==> config.mk <==
export PLATFORM = sky130hd
export DESIGN_NAME = req_accept_tracker_flat
export DESIGN_NICKNAME = d
export VERILOG_FILES = /design/src/rtl/req_accept_tracker_pkg.sv /design/src/rtl/req_accept_tracker_if.sv /design/src/rtl/req_accept_channel.sv /design/src/rtl/req_accept_tracker.sv /design/src/flat_wrapper.sv
export SDC_FILE = /design/constraint.sdc
export NUM_CORES = 1
export LEC_CHECK = 0
export ABC_AREA = 0
export CAP_MARGIN = 20
export CORE_MARGIN = 5
export CORE_UTILIZATION = 61
export DETAILED_ROUTE_END_ITERATION = 16
export PLACE_DENSITY = 0.94
export REMOVE_ABC_BUFFERS = 1
export SYNTH_ARGS = -nofsm -noshare
export SYNTH_HDL_FRONTEND = slang
export SYNTH_HIERARCHICAL = 1
export SYNTH_SLANG_ARGS = --single-unit
==> constraint.sdc <==
create_clock -name clk -period 7.2 [get_ports clk]
set_clock_uncertainty 0.05 [all_clocks]
set_input_delay 1.44 -clock clk [delete_from_list [all_inputs] [get_ports clk]]
set_output_delay 1.44 -clock clk [all_outputs]
set_load 0.03 [all_outputs]
==> src/rtl/req_accept_tracker_pkg.sv <==
// Shared types and sizing helpers for the request/accept tracker.
package req_accept_tracker_pkg;

    typedef enum logic [1:0] {
        IDLE    = 2'd0,
        PENDING = 2'd1,
        BUSY    = 2'd2
    } state_t;

    // Age must be able to hold TIMEOUT itself.
    function automatic int age_width(input int timeout);
        return $clog2(timeout + 1);
    endfunction

    function automatic int cnt_width(input int n);
        return (n > 1) ? $clog2(n) : 1;
    endfunction

endpackage

==> src/rtl/req_accept_tracker_if.sv <==
// Per-channel strobes and status bundle between protocol agents and the tracker.
interface req_accept_tracker_if #(
    parameter int NUM_CH = 4,
    parameter int CNT_W  = 16
);
    logic [NUM_CH-1:0] request;
    logic [NUM_CH-1:0] accept;
    logic [NUM_CH-1:0] cancel;
    logic [NUM_CH-1:0] pending;
    logic [NUM_CH-1:0] busy;
    logic [NUM_CH-1:0] done;
    logic [NUM_CH-1:0] cancelled;
    logic [NUM_CH-1:0] timed_out;
    logic [NUM_CH-1:0] proto_err;
    logic [CNT_W-1:0]  accept_cnt;

    modport master (
        output request, accept, cancel,
        input  pending, busy, done, cancelled, timed_out, proto_err, accept_cnt
    );

    modport slave (
        input  request, accept, cancel,
        output pending, busy, done, cancelled, timed_out, proto_err, accept_cnt
    );
endinterface

==> src/rtl/req_accept_channel.sv <==
// One tracker channel: IDLE/PENDING/BUSY FSM with age and busy-window counters.
// Define REQ_ACCEPT_TRACKER_SVA_EN to compile in the channel assertions and covers.
module req_accept_channel
    import req_accept_tracker_pkg::*;
#(
    parameter int MIN_DELAY   = 4,
    parameter int BUSY_CYCLES = 8,
    parameter int TIMEOUT     = 64
) (
    input  logic clk,
    input  logic rst,
    input  logic i_request,
    input  logic i_accept,
    input  logic i_cancel,
    output logic o_pending,
    output logic o_busy,
    output logic o_done,
    output logic o_cancelled,
    output logic o_timed_out,
    output logic o_proto_err,
    output logic o_accept_legal
);

    localparam int AW = age_width(TIMEOUT);
    localparam int BW = cnt_width(BUSY_CYCLES);
    localparam logic [AW-1:0] MIN_AGE   = AW'(MIN_DELAY);
    localparam logic [AW-1:0] MAX_AGE   = AW'(TIMEOUT);
    localparam logic [BW-1:0] BCNT_INIT = BW'(BUSY_CYCLES - 1);

    state_t        r_state, w_state_nxt;
    logic [AW-1:0] r_age, w_age_nxt;
    logic [BW-1:0] r_bcnt, w_bcnt_nxt;
    logic          r_done, w_done_nxt;
    logic          r_cancelled, w_cancelled_nxt;
    logic          r_timed_out, w_timed_out_nxt;
    logic          r_proto_err, w_proto_err_nxt;

    always_comb begin
        w_state_nxt     = r_state;
        w_age_nxt       = r_age;
        w_bcnt_nxt      = r_bcnt;
        w_done_nxt      = 1'b0;
        w_cancelled_nxt = 1'b0;
        w_timed_out_nxt = 1'b0;
        w_proto_err_nxt = r_proto_err;
        o_accept_legal  = 1'b0;
        case (r_state)
            IDLE: begin
                if (i_request) begin
                    w_state_nxt = PENDING;
                    w_age_nxt   = AW'(1);
                end
                if (i_accept) w_proto_err_nxt = 1'b1;
            end
            PENDING: begin
                if (i_cancel) begin
                    w_state_nxt     = IDLE;
                    w_age_nxt       = '0;
                    w_cancelled_nxt = 1'b1;
                end else if (i_accept && (r_age >= MIN_AGE)) begin
                    w_state_nxt    = BUSY;
                    w_age_nxt      = '0;
                    w_bcnt_nxt     = BCNT_INIT;
                    w_done_nxt     = (BCNT_INIT == '0);
                    o_accept_legal = 1'b1;
                end else if (i_accept) begin
                    w_proto_err_nxt = 1'b1;
                    w_age_nxt       = r_age + AW'(1);
                end else if (r_age == MAX_AGE) begin
                    w_state_nxt     = IDLE;
                    w_age_nxt       = '0;
                    w_timed_out_nxt = 1'b1;
                end else begin
                    w_age_nxt = r_age + AW'(1);
                end
            end
            BUSY: begin
                if (i_request) w_proto_err_nxt = 1'b1;
                if (r_bcnt == '0) begin
                    w_state_nxt = IDLE;
                end else begin
                    w_bcnt_nxt = r_bcnt - BW'(1);
                    // done is registered, so raise it entering the final busy cycle
                    w_done_nxt = (r_bcnt == BW'(1));
                end
            end
            default: w_state_nxt = IDLE;
        endcase
    end

    always_ff @(posedge clk or posedge rst) begin
        if (rst) begin
            r_state     <= IDLE;
            r_age       <= '0;
            r_bcnt      <= '0;
            r_done      <= 1'b0;
            r_cancelled <= 1'b0;
            r_timed_out <= 1'b0;
            r_proto_err <= 1'b0;
        end else begin
            r_state     <= w_state_nxt;
            r_age       <= w_age_nxt;
            r_bcnt      <= w_bcnt_nxt;
            r_done      <= w_done_nxt;
            r_cancelled <= w_cancelled_nxt;
            r_timed_out <= w_timed_out_nxt;
            r_proto_err <= w_proto_err_nxt;
        end
    end

    assign o_pending   = (r_state == PENDING);
    assign o_busy      = (r_state == BUSY);
    assign o_done      = r_done;
    assign o_cancelled = r_cancelled;
    assign o_timed_out = r_timed_out;
    assign o_proto_err = r_proto_err;

`ifdef REQ_ACCEPT_TRACKER_SVA_EN
    a_busy_rise: assert property (@(posedge clk) disable iff (rst)
        $rose(o_busy) |-> $past(o_accept_legal));
    a_excl: assert property (@(posedge clk) disable iff (rst)
        !(o_pending && o_busy));
    a_done_busy: assert property (@(posedge clk) disable iff (rst)
        o_done |-> o_busy);
    c_accept_min: cover property (@(posedge clk) disable iff (rst)
        o_pending && i_accept && !i_cancel && (r_age == MIN_AGE));
    c_cancel: cover property (@(posedge clk) disable iff (rst)
        o_pending && i_cancel);
    c_timeout: cover property (@(posedge clk) disable iff (rst)
        o_timed_out);
`endif

endmodule

==> src/rtl/req_accept_tracker.sv <==
// Multi-channel request/accept/cancel tracker with a saturating legal-accept counter.
module req_accept_tracker
    import req_accept_tracker_pkg::*;
#(
    parameter int NUM_CH      = 4,
    parameter int MIN_DELAY   = 4,
    parameter int BUSY_CYCLES = 8,
    parameter int TIMEOUT     = 64,
    parameter int CNT_W       = 16
) (
    input logic                 clk,
    input logic                 rst,
    req_accept_tracker_if.slave bus
);

    localparam int PW = $clog2(NUM_CH + 1);
    localparam int SW = CNT_W + PW;
    localparam logic [CNT_W-1:0] CNT_MAX = '1;

    logic [NUM_CH-1:0] w_pending, w_busy, w_done, w_cancelled;
    logic [NUM_CH-1:0] w_timed_out, w_proto_err, w_accept_legal;
    logic [PW-1:0]     w_pop;
    logic [SW-1:0]     w_sum;
    logic [CNT_W-1:0]  r_accept_cnt;

    for (genvar g = 0; g < NUM_CH; g++) begin : g_ch
        req_accept_channel #(
            .MIN_DELAY   (MIN_DELAY),
            .BUSY_CYCLES (BUSY_CYCLES),
            .TIMEOUT     (TIMEOUT)
        ) u_ch (
            .clk            (clk),
            .rst            (rst),
            .i_request      (bus.request[g]),
            .i_accept       (bus.accept[g]),
            .i_cancel       (bus.cancel[g]),
            .o_pending      (w_pending[g]),
            .o_busy         (w_busy[g]),
            .o_done         (w_done[g]),
            .o_cancelled    (w_cancelled[g]),
            .o_timed_out    (w_timed_out[g]),
            .o_proto_err    (w_proto_err[g]),
            .o_accept_legal (w_accept_legal[g])
        );
    end

    always_comb begin
        w_pop = '0;
        for (int i = 0; i < NUM_CH; i++) w_pop = w_pop + PW'(w_accept_legal[i]);
    end

    // Widened sum lets one compare detect overflow from any popcount.
    assign w_sum = SW'(r_accept_cnt) + SW'(w_pop);

    always_ff @(posedge clk or posedge rst) begin
        if (rst)                       r_accept_cnt <= '0;
        else if (w_sum > SW'(CNT_MAX)) r_accept_cnt <= CNT_MAX;
        else                           r_accept_cnt <= w_sum[CNT_W-1:0];
    end

    assign bus.pending    = w_pending;
    assign bus.busy       = w_busy;
    assign bus.done       = w_done;
    assign bus.cancelled  = w_cancelled;
    assign bus.timed_out  = w_timed_out;
    assign bus.proto_err  = w_proto_err;
    assign bus.accept_cnt = r_accept_cnt;

endmodule

==> src/flat_wrapper.sv <==
// flat-port wrapper written by rule: the top's interface ports become plain ports
module req_accept_tracker_flat import req_accept_tracker_pkg::*;
#(
    parameter int NUM_CH      = 4,
    parameter int MIN_DELAY   = 4,
    parameter int BUSY_CYCLES = 8,
    parameter int TIMEOUT     = 64,
    parameter int CNT_W       = 16
)
  (clk, rst, bus_request, bus_accept, bus_cancel, bus_pending, bus_busy, bus_done, bus_cancelled, bus_timed_out, bus_proto_err, bus_accept_cnt);
  req_accept_tracker_if #(.NUM_CH(NUM_CH), .CNT_W(CNT_W)) bus_i ();
  input logic clk;
  input logic rst;
  input wire logic [$bits(bus_i.request)-1:0] bus_request;
  input wire logic [$bits(bus_i.accept)-1:0] bus_accept;
  input wire logic [$bits(bus_i.cancel)-1:0] bus_cancel;
  output wire logic [$bits(bus_i.pending)-1:0] bus_pending;
  output wire logic [$bits(bus_i.busy)-1:0] bus_busy;
  output wire logic [$bits(bus_i.done)-1:0] bus_done;
  output wire logic [$bits(bus_i.cancelled)-1:0] bus_cancelled;
  output wire logic [$bits(bus_i.timed_out)-1:0] bus_timed_out;
  output wire logic [$bits(bus_i.proto_err)-1:0] bus_proto_err;
  output wire logic [$bits(bus_i.accept_cnt)-1:0] bus_accept_cnt;
  assign bus_i.request = bus_request;
  assign bus_i.accept = bus_accept;
  assign bus_i.cancel = bus_cancel;
  assign bus_pending = bus_i.pending;
  assign bus_busy = bus_i.busy;
  assign bus_done = bus_i.done;
  assign bus_cancelled = bus_i.cancelled;
  assign bus_timed_out = bus_i.timed_out;
  assign bus_proto_err = bus_i.proto_err;
  assign bus_accept_cnt = bus_i.accept_cnt;
  req_accept_tracker #(.NUM_CH(NUM_CH), .MIN_DELAY(MIN_DELAY), .BUSY_CYCLES(BUSY_CYCLES), .TIMEOUT(TIMEOUT), .CNT_W(CNT_W)) u_core (.clk(clk), .rst(rst), .bus(bus_i));
endmodule
==> impl_metrics.csv <==
group,metric,value,unit
logic_synthesis,synth.area.top_cells,"dfrtp_1 (44%), ha_1 (5.8%), nand2_1 (4.7%), inv_1 (3.5%), nor3_1 (2.4%)",
timing,tightest_slew,920,ps
finish,syn2layout_area_growth,18.1,%
pwr,powerDensity,243,nW/µm²
worst_setup_path,reg2reg_depth,12,
logic_synthesis,syn_area,4500,µm²
timing,hold_viol_final,0,
logic_synthesis,synth-main-ff-cell,"dfrtp_1",
logic_synthesis,yosysMostFrequentCell,"dfrtp_1",
route,drt-total-wl,9460,µm
route,vias_per_cell,5.95,
timing,drv_slew,0,
clock_network,htree_levels,3,
floorplanning,die_area,9200,µm²
route,num_vias,3694,
global_routing,grt_pass1_vias,3633,
finish,final_core_util,73.7,%
outcome,status,"finished clean",
logic_synthesis,synth.avg_cell_area,9.81,µm²
global_routing,grt-ovfl-total,0,
logic_synthesis,async_flop_share,100,%
floorplanning,core_region_area,7210,µm²
logic_synthesis,synth_seq_cells,80,
logic_synthesis,synth_common_cells,"dfrtp_1 (80), nand2_1 (56), inv_1 (42)",
worst_setup_path,crit_type,"in2reg",
logic_synthesis,synth_largest_area_cell,"dfrtp_1",
route,ant_nets,0,
logic_synthesis,syn_inst,459,
global_routing,grt_pass1_wl,16200,µm
min_path,hp-start,"u_core/g_ch[2].u_ch/o_proto_err",
worst_setup_path,worstSetupEndpointType,"flop",
logic_synthesis,synth_top_cell_area_share,44.5,%
worst_setup_path,arrival,4660,ps
floorplanning,dieHeight,95.9,µm
finish,drive_gt1_share,9.96,%
floorplanning,die_x,95.9,µm
min_path,holdPathStages,2,
global_routing,grt_start_max_net_pins,17,
global_routing,antenna_found_initial,0,
clock_network,cts_hold_buf,0,
timing,fin_ws,2770,ps
worst_setup_path,cpMaxStageDelayCell,"fa_1",
clock_network,cts_setup_buffers,0,
worst_setup_path,cp-startpoint,"bus_cancel[0]",
logic_synthesis,seq_area_frac_synth,44.5,%
floorplanning,io_pins,54,
clock_network,cts_tree,"built",
clock_network,cts_sinks,80,
logic_synthesis,synth_edf_count,0,
finish,fin_nets,556,
floorplanning,start_util,62.4,%
place,dp_hpwl,7030,µm
min_path,hold_path_class,"reg2reg",
route,drt-initial-drc-count,261,
floorplanning,fp-row-count,31,
global_routing,track_usage,22.2,%
pwr,vdd_drop_max,0.170,mV
clock_network,cts_root_buffer,"clkbuf_8",
timing,setup_viol,0,
worst_setup_path,cp_cell_sequence,"clkdlybuf4s50_1 > inv_1 > nand2_1 > nor2_1 > fa_1 > inv_1 > fa_1 > inv_1 > fa_1 > nand2_1 > nor4_4 > nand4_2 > nand2b_1",
logic_synthesis,ys.warnings.count,6,
finish,n_antenna_cell,0,
clock_network,clk_latency,350,ps
place,io_buffers,53,
timing,fmax,225,MHz
worst_setup_path,critPathMaxFanout,12,
clock_network,cts_buffers,9,
logic_synthesis,synth_cell_types,51,
clock_network,cts_resized,0,
flow_run,maxCapViolCount,0,
route,dr.pass1.iters,4,
worst_setup_path,max_stage_delay,550,ps
worst_setup_path,worstReg2RegStart,"u_core/g_ch[0].u_ch/r_age[5]",
pwr,p_leak,0.00235,µW
timing,relSlewSlack,38.2,%
worst_setup_path,cp.required,7420,ps
route,avgRoutedWirePerCell,15.2,µm
timing,rsz0062_at_grt,"false",
timing,period_minus_slack,4430,ps
worst_setup_path,cp-start-kind,"primary input",
timing,tns,0,ps
timing,min_period_over_period,61.6,%
route,route.detailed.drc,0,
clock_network,clk_pin_slew,70,ps
place,gp_congestion,0.846,
place,dp_worst_setup_slack,2380,ps
clock_network,clock_path_buffers,2,
[worst paths after layout]
| kind | endpoint | slack [ps] |
|---|---|---|
| setup / recovery | u_core/bus.accept_cnt[1] | 2770 |
| hold / removal | u_core/g_ch[2].u_ch/o_proto_err | 440 |
| setup reg to reg | u_core/bus.accept_cnt[1] | 3290 |
| hold reg to reg | u_core/g_ch[2].u_ch/o_proto_err | 440 |
| max in group asynchronous | u_core/g_ch[3].u_ch/r_age[2] | 5110 |
| min in group asynchronous | u_core/g_ch[0].u_ch/r_state[0] | 1560 |
[metrics by stage]
| step | hold slack (ps) | std cells | power (µW) | instance area [µm²] |
|---|---|---|---|---|
| after global placement | 411 | 606 | 950 | 5130 |
| after CTS | 445 | 621 | 1300 | 5320 |
| final | 438 | 621 | 1290 | 5320 |
| after floorplan | 408 | 454 | 856 | 4470 |
| after global routing | 477 | 621 | 1380 | 5320 |
| after detailed placement | 428 | 606 | 975 | 5130 |
[kinds of logic after synthesis]
family / Yosys count / synth area share (%)
adder cells (fa/ha/maj): 24 / 7.17
XOR/XNOR: 10 / 1.95
AO/OA/AOI/OAI: 107 / 19.3
AND/OR/NAND/NOR: 186 / 22.4
buffers and inverters: 51 / 4.42
multiplexers: 1 / 0.334
flip-flops: 80 / 44.5
[per-layer routing]
layer	vias up	routed length, µm	GRT usage [%]
li1	1772	-	-
met1	1810	4230	29.6
met2	106	4770	36.2
met3	6	399	4.53
met4	0	61	7.35
met5	-	0	0
[area by class of cell]
type | instances | area, µm²
Tap cell | 99 | 124
Multi-Input combinational cell | 328 | 2300
Clock buffer | 12 | 145
Clock inverter | 3 | 42.5
Sequential cell | 80 | 2000
Fill cell | 514 | 1900
Inverter | 46 | 173
Timing Repair Buffer | 53 | 531
[critical path: cells and delay by family]
family / cells / cell delay, ps
adder cells (fa/ha/maj): 3 / 1150
AND/OR/NAND/NOR: 6 / 1320
buffers and inverters: 4 / 730
[state kept, by name (all words and copies together), names as in the netlist]
signal and cells:
u_core/bus.accept_cnt 16, u_core/g_ch.u_ch/o_cancelled 4, u_core/g_ch.u_ch/o_done 4, u_core/g_ch.u_ch/o_proto_err 4
u_core/g_ch.u_ch/o_timed_out 4, u_core/g_ch.u_ch/r_age 28, u_core/g_ch.u_ch/r_bcnt 12, u_core/g_ch.u_ch/r_state 8
[layout by cell type (no fill, tap or decap), types with 5 or more instances in the layout]
master,Yosys,layout
o21a_1,8,8
ha_1,21,21
o21ai_1,16,16
o21ai_0,6,6
nor2_1,26,26
o211ai_1,6,6
clkbuf_8,0,10
nand2b_1,9,9
a21oi_1,14,14
a31oi_1,6,6
nor2b_1,6,6
xnor2_1,5,5
clkdlybuf4s50_1,0,53
o221ai_1,8,8
nor3_1,22,22
nand3_1,16,16
xor2_1,5,5
o2111ai_1,8,8
nand2_1,56,56
inv_1,42,42
nand2_2,5,5
nand4_1,6,6
dfrtp_1,80,80
[report_power, final]
part	total [µW]	switching [µW]	leakage (µW)	internal, µW
combinational	388	233	0.00120	155
sequential	581	64.6	0.00105	516
clock	324	156	0.0000925	168
total	1290	454	0.00235	839
No activity file was read; power rests on OpenSTA's default activity.
==> RTL change 1 (same settings) <==
`NUM_CH` is set to 4 in 3 places; all go to 8.
--- a/src/rtl/req_accept_tracker_if.sv
+++ b/src/rtl/req_accept_tracker_if.sv
@@ -1,5 +1,5 @@
 // Per-channel strobes and status bundle between protocol agents and the tracker.
 interface req_accept_tracker_if #(
-    parameter int NUM_CH = 4,
+    parameter int NUM_CH = 8,
     parameter int CNT_W  = 16
 );
--- a/src/rtl/req_accept_tracker.sv
+++ b/src/rtl/req_accept_tracker.sv
@@ -3,5 +3,5 @@
     import req_accept_tracker_pkg::*;
 #(
-    parameter int NUM_CH      = 4,
+    parameter int NUM_CH      = 8,
     parameter int MIN_DELAY   = 4,
     parameter int BUSY_CYCLES = 8,
--- a/src/flat_wrapper.sv
+++ b/src/flat_wrapper.sv
@@ -2,5 +2,5 @@
 module req_accept_tracker_flat import req_accept_tracker_pkg::*;
 #(
-    parameter int NUM_CH      = 4,
+    parameter int NUM_CH      = 8,
     parameter int MIN_DELAY   = 4,
     parameter int BUSY_CYCLES = 8,
Ports: changed (9 resized); port bits go from 54 to 90. No check against the original RTL was run, so the function may have changed too.
==> RTL change 1 against the unedited design <==
  * Die area increased by 64%
  * Power increased by 120%
  * Largest cell class unchanged
  * Sequential cell count increased by 64
  * Synthesized area increased by 72%
  * Largest power group unchanged
  * Cell count increased by 73%
  * Non-clock buffer count increased by 36
  * Setup slack got worse by 1.3 ns
  * Utilization increased by 1.9 points
  * Cell area increased by 78%
  * Clock power increased to 2.9 times the old value
  * Wire length increased by 80%
==> RTL change 1: results (changes against the unedited design) <==
[layout]
syn_to_final_growth_pct = 22.2
fillers = 868  ; +69%
drive_above_1_share_pct = 7.87  ; -2.1 points
buf_share_pct = 9.42  ; -0.56 points
layout.nets = 966  ; +74%

[detailed_routing]
firstDrtPassIters = 5  ; +1
routed_wl_um = 17000  ; +80%
drtIter0Drc = 495  ; +90%

[grt]
grt_pass1_vias = 6133  ; +69%
grt_pass1_wl_um = 28800  ; +78%
grt_usage_pct = 24.2  ; +2.0 points

[cts]
h-tree-depth = 4  ; +1
clk_latency_ns = 0.43  ; +0.08 ns

[worst_setup_path]
slowest_delay_ns = 0.51  ; -0.04 ns
crit_path_max_fanout = 6  ; -6
worstPathArrival_ns = 6.04  ; +1.38 ns
rrSetupSlack_ns = 2.29  ; -1.00 ns
cpMaxStageDelayCell = nor3b_1

[pwr]
switching_share_pct = 34.4  ; -0.70 points
powerComb_w = 0.000844  ; +120%
ir_worst_vdd_v = 0.000202  ; +19%
leakagePower_nw = 4.47  ; +90%
p_comb_share_pct = 29.1  ; -0.9 points
seqPwrFrac_pct = 38.9  ; -6.0 points

[yosys]
synthXorXnorAreaFrac_pct = 4.87  ; +2.9 points
synth_area_leaders = dfrtp_1 (47%), ha_1 (7.4%), o21ai_0 (4.8%)
synthAdderAreaFrac_pct = 8.73  ; +1.6 points
ys_ff_latch = 144  ; +80%
synthMuxAreaShare_pct = 0.727  ; +0.39 points

[placed_design]
port_buffers = 89  ; +68%
place_area_um2 = 8840  ; +72%
gp_congestion = 0.902  ; +6.7%
placed_cells = 1042  ; +72%
post-place-ws_ns = 1.14  ; -1.24 ns

[status]
outcome = complete, no violations

[min_path]
hold_depth = 1  ; -1

[floorplan]
core_um2 = 12500  ; +73%

[sta]
fin_hold_ws_ns = 0.430  ; -0.00788 ns

[RTL change 1: cell types whose count changed after synthesis, sizes merged, moves of 16 or more]
cell	before	now
and3	2	30
dfrtp	80	144
ha	21	46
inv	46	84
nand3	17	37
nor2	30	58
nor2b	6	22
o21ai	30	77
xor2	5	40
[RTL change 1: worst max-delay path by stage]
stage	startpoint	to	slack, ns
finish	bus_cancel[2]	u_core/bus.accept_cnt[14]	1.42
global route	bus_cancel[2]	u_core/bus.accept_cnt[14]	1.21
CTS	bus_cancel[2]	u_core/bus.accept_cnt[14]	1.46
detailed placement	bus_cancel[2]	u_core/bus.accept_cnt[14]	1.14
global placement	bus_cancel[2]	u_core/bus.accept_cnt[14]	1.28
floorplan	bus_cancel[0]	u_core/bus.accept_cnt[14]	1.95
[RTL change 1: routing by layer]
metal	track usage (%)	vias to the layer above	part of all wire [%]
met2	38.7	208	48
met1	31.4	3008	44
met4	9.45	0	1.9
met3	6.54	33	5.7
li1	-	2951	-
met5	0	-	0
==> RTL change 2 (config.mk and constraints unchanged) <==
Without the edit above. Make the reset (`rst`) synchronous in 2 clocked blocks.
--- a/src/rtl/req_accept_channel.sv
+++ b/src/rtl/req_accept_channel.sv
@@ -89,5 +89,5 @@
     end
 
-    always_ff @(posedge clk or posedge rst) begin
+    always_ff @(posedge clk) begin
         if (rst) begin
             r_state     <= IDLE;
--- a/src/rtl/req_accept_tracker.sv
+++ b/src/rtl/req_accept_tracker.sv
@@ -53,5 +53,5 @@
     assign w_sum = SW'(r_accept_cnt) + SW'(w_pop);
 
-    always_ff @(posedge clk or posedge rst) begin
+    always_ff @(posedge clk) begin
         if (rst)                       r_accept_cnt <= '0;
         else if (w_sum > SW'(CNT_MAX)) r_accept_cnt <= CNT_MAX;
Formal check against the unedited RTL: differs if rst is asserted again (counterexample within 4 cycles, from zero or initial values and one cycle with rst high); with rst held inactive, the same outputs for 4 cycles.
==> RTL change 2 against the unedited design <==
  * Synthesized area decreased by 8.5%
  * Count of clock-buffer cells in the layout decreased by 2
  * Utilization increased by 0.49 points
  * Sequential cell count unchanged
  * Setup slack improved by 0.12 ns
  * Synthesized cell count increased by 3.3%
  * Sequential share of layout area decreased by 5.3 points
  * Wire length about the same
  * Cell count decreased by 1.3%
  * Cell area decreased by 6.8%
  * Maximum frequency increased by 2.7%
  * Critical path type unchanged
Power is not compared: it rests on default switching activity, and its combinational part moved more than twofold at a synthesized area within 25%.
==> RTL change 2: results (changes against the unedited design) <==
[placed_design]
gp_congestion = 0.955  ; +13%
place_area_um2 = 4670  ; -8.9%
detailed_place_hpwl_um = 6390  ; -9.1%

[yosys]
yosys-top-cells-count = dfxtp_1 (80), nor2_1 (58), inv_1 (43)
yosysUniqueCellTypes = 46  ; -9.8%
post_synth.cell_area_avg_um2 = 8.69  ; -11%

[detailed_routing]
m1WireLength_um = 4070  ; -3.9%
routed_wl_um = 9460  ; about the same
met3_length_um = 551  ; +38%
drtIter0Drc = 164  ; -37%
met2WireLength_um = 4650  ; -2.5%
vias = 3720  ; +0.70%
vias_per_cell = 6.07  ; +2.0%

[worst_setup_path]
worstReg2RegStart = u_core/g_ch[0].u_ch/r_age[2]
rr_endpoint = u_core/bus.accept_cnt[13]
cpMaxStageDelayCell = clkdlybuf4s50_1
crit_start = bus_cancel[2]

[grt]
grt_pass1_vias = 3499  ; -3.7%
grt_max_degree = 69  ; +52
grt_usage_pct = 23.0  ; +0.87 points
grtUsageMet2_pct = 38.1  ; +1.8 points

[layout]
drive_above_1_share_pct = 7.69  ; -2.3 points
multi_input_area_um2 = 2280  ; -0.98%
fillers = 492  ; -4.3%

[min_path]
hp-start = u_core/g_ch[2].u_ch/o_proto_err
hold_end = u_core/g_ch[2].u_ch/o_proto_err

[status]
outcome = complete, no violations

[sta]
fin_hold_ws_ns = 0.446  ; +0.00852 ns
setup_slack_ns = 2.88  ; +0.118 ns

## RTL change 2: cell types whose count changed after synthesis, moves of 12 or more
cell / change
o21ai_1: -12
nor2_1: +32
dfrtp_1: -80
a21oi_1: +22
o21ai_0: +14
dfxtp_1: +80
nand2_1: -41
xor2_1: +13
## RTL change 2: layout make-up
class	count	area share, %
Inverter	43	3.26
Timing Repair Buffer	54	10.8
Clock buffer	10	2.58
Multi-Input combinational cell	340	45.9
Tap cell	80	2.02
Sequential cell	80	32.3
Clock inverter	6	3.13
## RTL change 2: cells by family after synthesis
| group | Yosys count | share of synthesized area, % |
|---|---|---|
| AOI/OAI and AO/OA | 98 | 15.5 |
| buffers and inverters | 54 | 5.83 |
| adders and majority gates | 24 | 7.84 |
| muxes | 5 | 1.22 |
| DFF | 80 | 38.9 |
| and+or+nand+nor | 192 | 26.3 |
| xor gates and xnor gates | 21 | 4.47 |
